--- src/rtl/quiz_kb_pkg.sv ---
// rtl/quiz_kb_pkg.sv - shared scan-code constants and parser types for keyboard answer entry
package quiz_kb_pkg;

    localparam int MAX_DIGITS_DEFAULT = 2;

    localparam logic [7:0] SC_BREAK = 8'hF0;
    localparam logic [7:0] SC_EXT   = 8'hE0;
    localparam logic [7:0] SC_ENTER = 8'h5A;
    localparam logic [7:0] SC_BKSP  = 8'h66;

    typedef enum logic [1:0] {
        S_MAKE,
        S_BREAK,
        S_EXT,
        S_EXT_BREAK
    } parse_state_t;

    typedef enum logic [1:0] {
        ACT_NONE,
        ACT_DIGIT,
        ACT_BKSP,
        ACT_ENTER
    } key_action_t;

endpackage

--- src/rtl/kb_digit_decode.sv ---
// rtl/kb_digit_decode.sv - maps main-row and keypad set-2 make codes to decimal digits
module kb_digit_decode (
    input  logic [7:0] scan_code,
    output logic       is_digit,
    output logic [3:0] digit
);

    always_comb begin
        is_digit = 1'b1;
        digit    = 4'd0;
        case (scan_code)
            8'h45, 8'h70: digit = 4'd0;
            8'h16, 8'h69: digit = 4'd1;
            8'h1E, 8'h72: digit = 4'd2;
            8'h26, 8'h7A: digit = 4'd3;
            8'h25, 8'h6B: digit = 4'd4;
            8'h2E, 8'h73: digit = 4'd5;
            8'h36, 8'h74: digit = 4'd6;
            8'h3D, 8'h6C: digit = 4'd7;
            8'h3E, 8'h75: digit = 4'd8;
            8'h46, 8'h7D: digit = 4'd9;
            default:      is_digit = 1'b0;
        endcase
    end

endmodule

--- src/rtl/answer_entry.sv ---
// rtl/answer_entry.sv - PS/2 scan-code parser that assembles a typed decimal answer
module answer_entry
    import quiz_kb_pkg::*;
#(
    parameter int MAX_DIGITS = MAX_DIGITS_DEFAULT,
    parameter int RES_W      = 7
) (
    input  logic             clock,
    input  logic             reset,
    input  logic [7:0]       scan_code,
    input  logic             scan_valid,
    input  logic             clear,
    output logic [RES_W-1:0] kb_result,
    output logic [1:0]       digit_count,
    output logic             submit,
    output logic             locked
);

    localparam logic [1:0] MAX_CNT = 2'(MAX_DIGITS);

    parse_state_t     state_q;
    parse_state_t     state_d;
    key_action_t      action;
    logic             is_digit;
    logic [3:0]       digit;
    logic [RES_W+3:0] times_ten;
    logic [RES_W+7:0] recip_prod;
    logic [RES_W-1:0] div_ten;

    kb_digit_decode u_decode (
        .scan_code (scan_code),
        .is_digit  (is_digit),
        .digit     (digit)
    );

    always_ff @(posedge clock or posedge reset) begin
        if (reset) begin
            state_q <= S_MAKE;
        end else if (clear) begin
            state_q <= S_MAKE;
        end else begin
            state_q <= state_d;
        end
    end

    // Prefix tracking runs even while locked so a later clear finds the stream aligned.
    always_comb begin
        state_d = state_q;
        if (scan_valid) begin
            case (state_q)
                S_MAKE: begin
                    if (scan_code == SC_BREAK) begin
                        state_d = S_BREAK;
                    end else if (scan_code == SC_EXT) begin
                        state_d = S_EXT;
                    end
                end
                S_EXT: begin
                    if (scan_code == SC_BREAK) begin
                        state_d = S_EXT_BREAK;
                    end else begin
                        state_d = S_MAKE;
                    end
                end
                default: state_d = S_MAKE;
            endcase
        end
    end

    always_comb begin
        action = ACT_NONE;
        if (scan_valid && !locked) begin
            case (state_q)
                S_MAKE: begin
                    if (is_digit) begin
                        action = ACT_DIGIT;
                    end else if (scan_code == SC_BKSP) begin
                        action = ACT_BKSP;
                    end else if (scan_code == SC_ENTER) begin
                        action = ACT_ENTER;
                    end
                end
                S_EXT: begin
                    if (scan_code == SC_ENTER) begin
                        action = ACT_ENTER;
                    end
                end
                default: action = ACT_NONE;
            endcase
        end
    end

    // x*10 as two shifts; x/10 as x*205 >> 11, exact for x below 1029.
    assign times_ten  = ({4'b0, kb_result} << 3) + ({4'b0, kb_result} << 1)
                      + {{RES_W{1'b0}}, digit};
    assign recip_prod = {8'b0, kb_result} * (RES_W+8)'(205);
    assign div_ten    = RES_W'(recip_prod >> 11);

    always_ff @(posedge clock or posedge reset) begin
        if (reset) begin
            kb_result   <= '0;
            digit_count <= 2'd0;
            submit      <= 1'b0;
            locked      <= 1'b0;
        end else begin
            submit <= 1'b0;
            if (clear) begin
                kb_result   <= '0;
                digit_count <= 2'd0;
                locked      <= 1'b0;
            end else begin
                case (action)
                    ACT_DIGIT: begin
                        if (digit_count < MAX_CNT) begin
                            kb_result   <= RES_W'(times_ten);
                            digit_count <= digit_count + 2'd1;
                        end
                    end
                    ACT_BKSP: begin
                        if (digit_count != 2'd0) begin
                            kb_result   <= div_ten;
                            digit_count <= digit_count - 2'd1;
                        end
                    end
                    ACT_ENTER: begin
                        if (digit_count != 2'd0) begin
                            submit <= 1'b1;
                            locked <= 1'b1;
                        end
                    end
                    default: ;
                endcase
            end
        end
    end

endmodule

--- config.mk ---
export PLATFORM = sky130hd
export DESIGN_NAME = answer_entry
export DESIGN_NICKNAME = d
export VERILOG_FILES = /design/src/rtl/quiz_kb_pkg.sv /design/src/rtl/kb_digit_decode.sv /design/src/rtl/answer_entry.sv
export SDC_FILE = /design/constraint.sdc
export NUM_CORES = 1
export LEC_CHECK = 0
export BUFFER_PORTS_ARGS = -buffer_cell sky130_fd_sc_hd__buf_2
export CAP_MARGIN = 5
export CORE_MARGIN = 2
export CORE_UTILIZATION = 55
export DETAILED_ROUTE_END_ITERATION = 16
export PLACE_DENSITY = 0.75
export SYNTH_ARGS = -nofsm -noshare
export SYNTH_HDL_FRONTEND = slang
export SYNTH_HIERARCHICAL = 1
export SYNTH_SLANG_ARGS = --single-unit
--- constraint.sdc ---
create_clock -name clock -period 6.3 [get_ports clock]
set_input_delay 0 -clock clock [delete_from_list [all_inputs] [get_ports clock]]
set_output_delay 0 -clock clock [all_outputs]
set_load 0.01 [all_outputs]
==> impl_metrics.env, run 1 <==
export IMPL_pin_count=23
export IMPL_wire_per_inst_um=15.24
export IMPL_placed_cells=318
export IMPL_gp_congestion=0.8706
export IMPL_min_period_ns=4.042
export IMPL_grt_pass1_wl_um=8452
export IMPL_syn_to_final_growth_pct=7.864
export IMPL_grtUsageTotal_pct=23.97
export IMPL_die_y_um=67.87
export IMPL_start_util_pct=56.49
export IMPL_cts_buffers_inserted=3
export IMPL_final_hold_viol_count=0
export IMPL_crit_path_end_kind="register"
export IMPL_critPathLaunchType="register"
export IMPL_grt_max_degree=20
export IMPL_clk_pin_slew_ns=0.06
export IMPL_drtAntennaViolNets=0
export IMPL_num_rows=23
export IMPL_die_area_sq_um=4606
export IMPL_insertion_delay_ns=0.25
export IMPL_avgSynthCellArea_sq_um=8.832
export IMPL_fillers=358
export IMPL_setup_viol=0
export IMPL_netlist_instances=254
export IMPL_finish_utilization_pct=60.93
export IMPL_grt_pass1_vias=1887
export IMPL_cts_max_level=1
export IMPL_power_leakage_nw=1.279
export IMPL_diodes=0
export IMPL_syn_nets=318
export IMPL_cts_root_buffer="clkbuf_8"
export IMPL_finalCritPeriodShare_pct=64.15
export IMPL_timing_hold_ws_ns=0.06544
export IMPL_synth_edff_count=0
export IMPL_finalClockSkew_ns=0.003172
export IMPL_cts_buffer_depth=2
export IMPL_grt_overflow_total=0
export IMPL_design_area_sq_um=2420
export IMPL_postCtsSetupBuffers=0
export IMPL_status="complete, no violations"
export IMPL_fmax_ghz=0.2474
export IMPL_crit_required_ns=6.44
export IMPL_antenna_found_initial=0
export IMPL_wl_um=4922
export IMPL_hp_class="in2reg"
export IMPL_cts_tree="yes"
export IMPL_dpl_hpwl_um=4023
export IMPL_vdd_drop_max_mv=0.1171
export IMPL_synth_seq_cells=13
export IMPL_yosysWarningCount=6
export IMPL_critPathKind="reg2reg"
export IMPL_drive_gt1_share_pct=12.82
export IMPL_final_cells=323
export IMPL_slew_viol_final=0
export IMPL_final_common_cell="ha_1"
export IMPL_worstPathArrival_ns=4.19
export IMPL_p_per_area_nw_per_um2=84.43
export IMPL_synth_flop_cell="dfrtp_1"
export IMPL_synthArstFlopShare_pct=100.0
export IMPL_fin_nets=338
export IMPL_final_cell_mix="ha_1 (42), inv_1 (32), buf_2 (22)"
export IMPL_critPathMaxFanout=7
export IMPL_rsz0062_at_grt="no"
export IMPL_core_area_sq_um=3971
export IMPL_synth_seq_area_share_pct=14.50
export IMPL_synth_cell_types=62
export IMPL_drt_iter0_drc=121
export IMPL_num_vias=1911
export IMPL_setup_tns_ns=0
export IMPL_drt_vias_per_instance=5.916
export IMPL_drc=0
export IMPL_max_slew_margin_rel_pct=60.52
export IMPL_cts_sinks=13
export IMPL_synth_area_sq_um=2243
export IMPL_die_x_um=67.87
export IMPL_placed_area_sq_um=2364
export IMPL_worst_pin_slew_ns=0.5922
export IMPL_dr_pass1_iters=4
export IMPL_portBuffers=22
export IMPL_drv_cap=0
layout make-up:
class / count / area [sq um] / share of cell area [%]
multi-input cells: 201 / 1745 / 72.13
clock inverters: 1 / 5.005 / 0.2068
repair buffers: 23 / 120.1 / 4.964
well taps: 50 / 62.56 / 2.585
flip-flops and latches: 13 / 325.3 / 13.44
clock buffers: 3 / 41.29 / 1.706
inverters: 32 / 120.1 / 4.964
path summary, 6_finish.rpt:
path                                               start  cells after the start                    endpoint  slack [ns]
worst min register to register        locked$_DFFE_PP0P_                      2          locked$_DFFE_PP0P_        0.54
max in group asynchronous                          reset                      3    kb_result[2]$_DFFE_PP0P_        5.64
worst min-delay path                          scan_valid                      3      state_q[0]$_DFFE_PP0P_        0.07
min in group asynchronous                          reset                      3  digit_count[0]$_DFFE_PP0P_        0.32
worst max-delay path            kb_result[5]$_DFFE_PP0P_                     15    kb_result[3]$_DFFE_PP0P_        2.26
worst max register to register  kb_result[5]$_DFFE_PP0P_                     15    kb_result[3]$_DFFE_PP0P_        2.26
metrics by stage:
| step | worst slack (ns) | power, W |
|---|---|---|
| floorplan | 2.422 | 0.0001172 |
| global placement | 2.339 | 0.0001297 |
| detailed placement | 2.267 | 0.0001300 |
| CTS | 2.238 | 0.0002054 |
| global route | 2.070 | 0.0002157 |
| finish | 2.258 | 0.0002043 |
registers in the layout (all words and copies together) (netlist names):
name         cells
state_q          2
locked           1
digit_count      2
submit           1
kb_result        7
cells in the mapped netlist, drive strengths merged, types with 2 or more instances:
cell / number / area [sq um]
nor2: 14 / 52.55
clkbuf: 2 / 7.510
nand4bb: 2 / 22.52
o41ai: 2 / 25.03
o21a: 2 / 15.01
or4b: 4 / 40.04
o21ai: 3 / 15.01
a31oi: 2 / 12.51
nor2b: 6 / 37.54
xnor2: 8 / 70.07
fa: 10 / 200.2
nor4: 5 / 31.28
nand2b: 10 / 62.56
buf: 6 / 45.04
xor2: 2 / 17.52
a211o: 3 / 26.28
ha: 42 / 525.5
nand3: 7 / 35.03
or2: 3 / 18.77
or3: 2 / 12.51
nand2: 14 / 52.55
a31o: 2 / 17.52
a21o: 2 / 15.01
nor3: 5 / 25.02
nand3b: 5 / 37.54
a21oi: 14 / 73.82
inv: 32 / 120.1
nand4b: 2 / 17.52
a211oi: 3 / 35.03
dfrtp: 13 / 325.3
worst max-delay path: stages, from the launching register on:
cell and delay, ns:
dfrtp_1 0.47, ha_1 0.34, inv_1 0.06, fa_1 0.51, inv_1 0.04, ha_1 0.26
inv_1 0.05, fa_1 0.49, inv_1 0.04, ha_1 0.29, nand3_1 0.06, or3_1 0.37
a31o_1 0.25, or3_1 0.34, and3_1 0.18, o41ai_2 0.19
cell families (layout without fill, tap and decap cells):
group,Yosys count,after routing,synth area share [%]
buffers and inverters,40,59,7.697
DFF,13,13,14.50
and+or+nand+nor,90,90,24.43
adders and majority gates,52,52,32.35
xor gates and xnor gates,10,10,3.904
AOI/OAI and AO/OA,48,48,16.62
muxes,1,1,0.5019
metal layers:
| metal | routed length (um) | part of all wire, % | global-route usage [%] |
|---|---|---|---|
| met5 | 0 | 0 | 0 |
| met3 | 126 | 2.6 | 3.618 |
| met1 | 2386 | 48 | 31.65 |
| met2 | 2363 | 48 | 41.79 |
| met4 | 45 | 0.91 | 4.750 |
what timing repair did:
action                    in CTS  in global routing
hold endpoints to repair      13                  0
hold buffers                   1                  0
resized for setup              0                  0
where the power goes:
group	internal (W)	switching [W]	total, W	leakage [nW]
registers	0.0000841	0.00000118	0.0000853	0.181
clock network	0.0000437	0.0000313	0.0000751	0.0255
logic	0.0000168	0.0000271	0.0000439	1.07
Power figures use the tool's default switching activity.
==> run 2, diff against run 1 <==
- clock period: 6.3 -> 3.85 ns (I/O delays scaled with it)
==> run 2 against run 1 <==
  * Clock power is 70% higher
  * Sequential power is 63% higher
  * Cell count is 3.7% higher
  * Largest power group unchanged
  * Highest routed layer unchanged
  * Clock skew is 0.0021 ns lower
  * Power is 69% higher
  * The run now ends with setup timing left
  * Maximum frequency is 3.7% higher
==> impl_metrics.env, run 2 (same netlist as run 1, synthesis figures left out) <==
export IMPL_cts_buffers_inserted=3
export IMPL_combPwrFrac_pct=22.5
export IMPL_critPathMaxFanout=3
export IMPL_placed_cells=327
export IMPL_gp_congestion=0.8981
export IMPL_cts_max_level=1
export IMPL_worst_pin_slew_ns=0.6757
export IMPL_power_leakage_nw=1.329
export IMPL_start_util_pct=56.49
export IMPL_num_rows=23
export IMPL_drt_iter0_drc=153
export IMPL_grt_overflow_total=0
export IMPL_grtUsageTotal_pct=24.93
export IMPL_max_slew_margin_rel_pct=54.95
export IMPL_fin_nets=350
export IMPL_critPathKind="reg2reg"
export IMPL_status="complete, but fails checks"
export IMPL_syn_to_final_growth_pct=19.02
export IMPL_drt_vias_per_instance=5.961
export IMPL_worst_slack_ns=-0.04844
export IMPL_multi_input_area_sq_um=1903
export IMPL_largest_reg_flops=7
export IMPL_worstPathArrival_ns=4.07
export IMPL_wl_um=5488
export IMPL_cts_buffer_depth=2
export IMPL_fillers=310
export IMPL_grt_pass1_wl_um=8590
export IMPL_regArea_sq_um=329.1
export IMPL_drc=0
export IMPL_final_cell_mix="ha_1 (33), inv_1 (27), buf_2 (22)"
export IMPL_timing_hold_ws_ns=0.05921
export IMPL_pin_count=23
export IMPL_dpl_hpwl_um=4255
export IMPL_cts_tree="yes"
export IMPL_setup_tns_ns=-0.06105
export IMPL_slew_viol_final=0
export IMPL_crit_path_end_kind="register"
export IMPL_hold_end="state_q[0]$_DFFE_PP0P_"
export IMPL_seqPwrFrac_pct=40.3
export IMPL_crit_required_ns=4.02
export IMPL_r2r_start="kb_result[4]$_DFFE_PP0P_"
export IMPL_insertion_delay_ns=0.25
export IMPL_die_y_um=67.87
export IMPL_setup_viol=2
export IMPL_cts_root_buffer="clkbuf_8"
export IMPL_drive_gt1_share_pct=23.86
export IMPL_reg_largest_list="kb_result x7, digit_count x2, state_q x2"
export IMPL_grt_pass1_vias=1860
export IMPL_p_sw_w=0.0001040
export IMPL_finalCritPeriodShare_pct=101.3
export IMPL_min_from="scan_valid"
export IMPL_reg2reg_slack_ns=-0.05
export IMPL_grt_max_degree=20
export IMPL_violations="setup timing"
export IMPL_die_x_um=67.87
export IMPL_num_vias=1997
export IMPL_final_cells=335
export IMPL_hold_depth=3
export IMPL_die_area_sq_um=4606
export IMPL_final_common_cell="ha_1"
export IMPL_power_internal_w=0.0002412
export IMPL_largest_register="kb_result"
export IMPL_wire_per_inst_um=16.38
export IMPL_diodes=0
export IMPL_dr_pass1_iters=4
export IMPL_finalClockSkew_ns=0.001098
export IMPL_drtAntennaViolNets=0
export IMPL_core_area_sq_um=3971
export IMPL_cts_sinks=13
export IMPL_vdd_drop_max_mv=0.1585
export IMPL_hp_class="in2reg"
export IMPL_rsz0062_at_grt="yes"
export IMPL_r2r_cells=16
export IMPL_antenna_found_initial=0
export IMPL_p_per_area_nw_per_um2=129.3
export IMPL_final_hold_viol_count=0
export IMPL_clk_pin_slew_ns=0.06
export IMPL_r2r_end="kb_result[2]$_DFFE_PP0P_"
export IMPL_switching_share_pct=30.13
export IMPL_min_period_ns=3.898
export IMPL_clkPwrFrac_pct=37.2
export IMPL_startpoint="kb_result[4]$_DFFE_PP0P_"
export IMPL_fmax_ghz=0.2565
export IMPL_drv_cap=0
export IMPL_portBuffers=22
export IMPL_critPathLaunchType="register"
## run 2: changes by cell type in the layout (fill, tap and decap cells not counted), sizes merged
| cell | delta |
|---|---|
| buf | +12 |
| clkbuf | +1 |
| clkinv | -1 |
## run 2: metrics by stage
stage / utilization, % / instance area [sq um] / worst slack (ns) / power (W)
after detailed placement: 61.28 / 2434 / -0.1811 / 0.0002145
final: 67.23 / 2670 / -0.04844 / 0.0003452
after global placement: 61.28 / 2434 / 0.0003952 / 0.0002125
after CTS: 64.81 / 2574 / -0.08045 / 0.0003418
after floorplan: - / 2246 / 0.0006763 / 0.0001918
after global routing: 67.23 / 2670 / -0.1346 / 0.0003601
## run 2: critical path, cell delays in order (launching register included)
cell and delay (ns):
dfrtp_2 0.44, ha_4 0.28, inv_2 0.03, fa_1 0.47, inv_1 0.04, ha_1 0.27
inv_2 0.04, fa_1 0.48, inv_2 0.05, ha_4 0.26, nand3_2 0.05, or3_4 0.36
a31o_1 0.25, buf_4 0.15, o32ai_1 0.30, a211oi_1 0.15, nor3_1 0.19
## run 2: how the worst max path moves through the flow
stage | to | slack (ns) | cells past startpoint
2_1_floorplan | kb_result[3]$_DFFE_PP0P_ | 0.0007 | 15
3_3_place_gp | kb_result[3]$_DFFE_PP0P_ | 0.0004 | 15
3_5_place_dp | kb_result[3]$_DFFE_PP0P_ | -0.18 | 15
4_1_cts | kb_result[3]$_DFFE_PP0P_ | -0.08 | 15
5_1_grt | kb_result[2]$_DFFE_PP0P_ | -0.13 | 14
6_report | kb_result[2]$_DFFE_PP0P_ | -0.05 | 16
## run 2: repair_timing
| item | 4_1_cts | 5_1_grt |
|---|---|---|
| hold endpoints to repair | 13 | 0 |
| hold buffers | 1 | 0 |
| setup buffers | 3 | 0 |
| setup endpoints to repair | 4 | 4 |
| pin swaps | 11 | 9 |
| gates resized for setup | 11 | 11 |
## run 2: layout make-up
class | count | area share, %
Tap cell | 50 | 2.343
Multi-Input combinational cell | 201 | 71.27
Clock buffer | 4 | 1.687
Sequential cell | 13 | 12.32
Timing Repair Buffer | 35 | 7.873
Inverter | 32 | 4.499
## run 2: power by group through the flow
stage	Combinational (W)	Sequential, W	Clock, W
final	0.0000777	0.000139	0.000128
after global routing	0.0000864	0.000139	0.000135
after CTS	0.0000747	0.000139	0.000128
after detailed placement	0.0000733	0.000141	0
after global placement	0.0000713	0.000141	0
after floorplan	0.0000498	0.000142	0
## run 2: routing by layer
metal	global-route usage (%)	vias to the layer above	routed length [um]
li1	-	980	-
met4	8.250	0	102
met1	34.30	950	2484
met3	1.974	9	258
met2	41.54	58	2643
met5	0	-	0
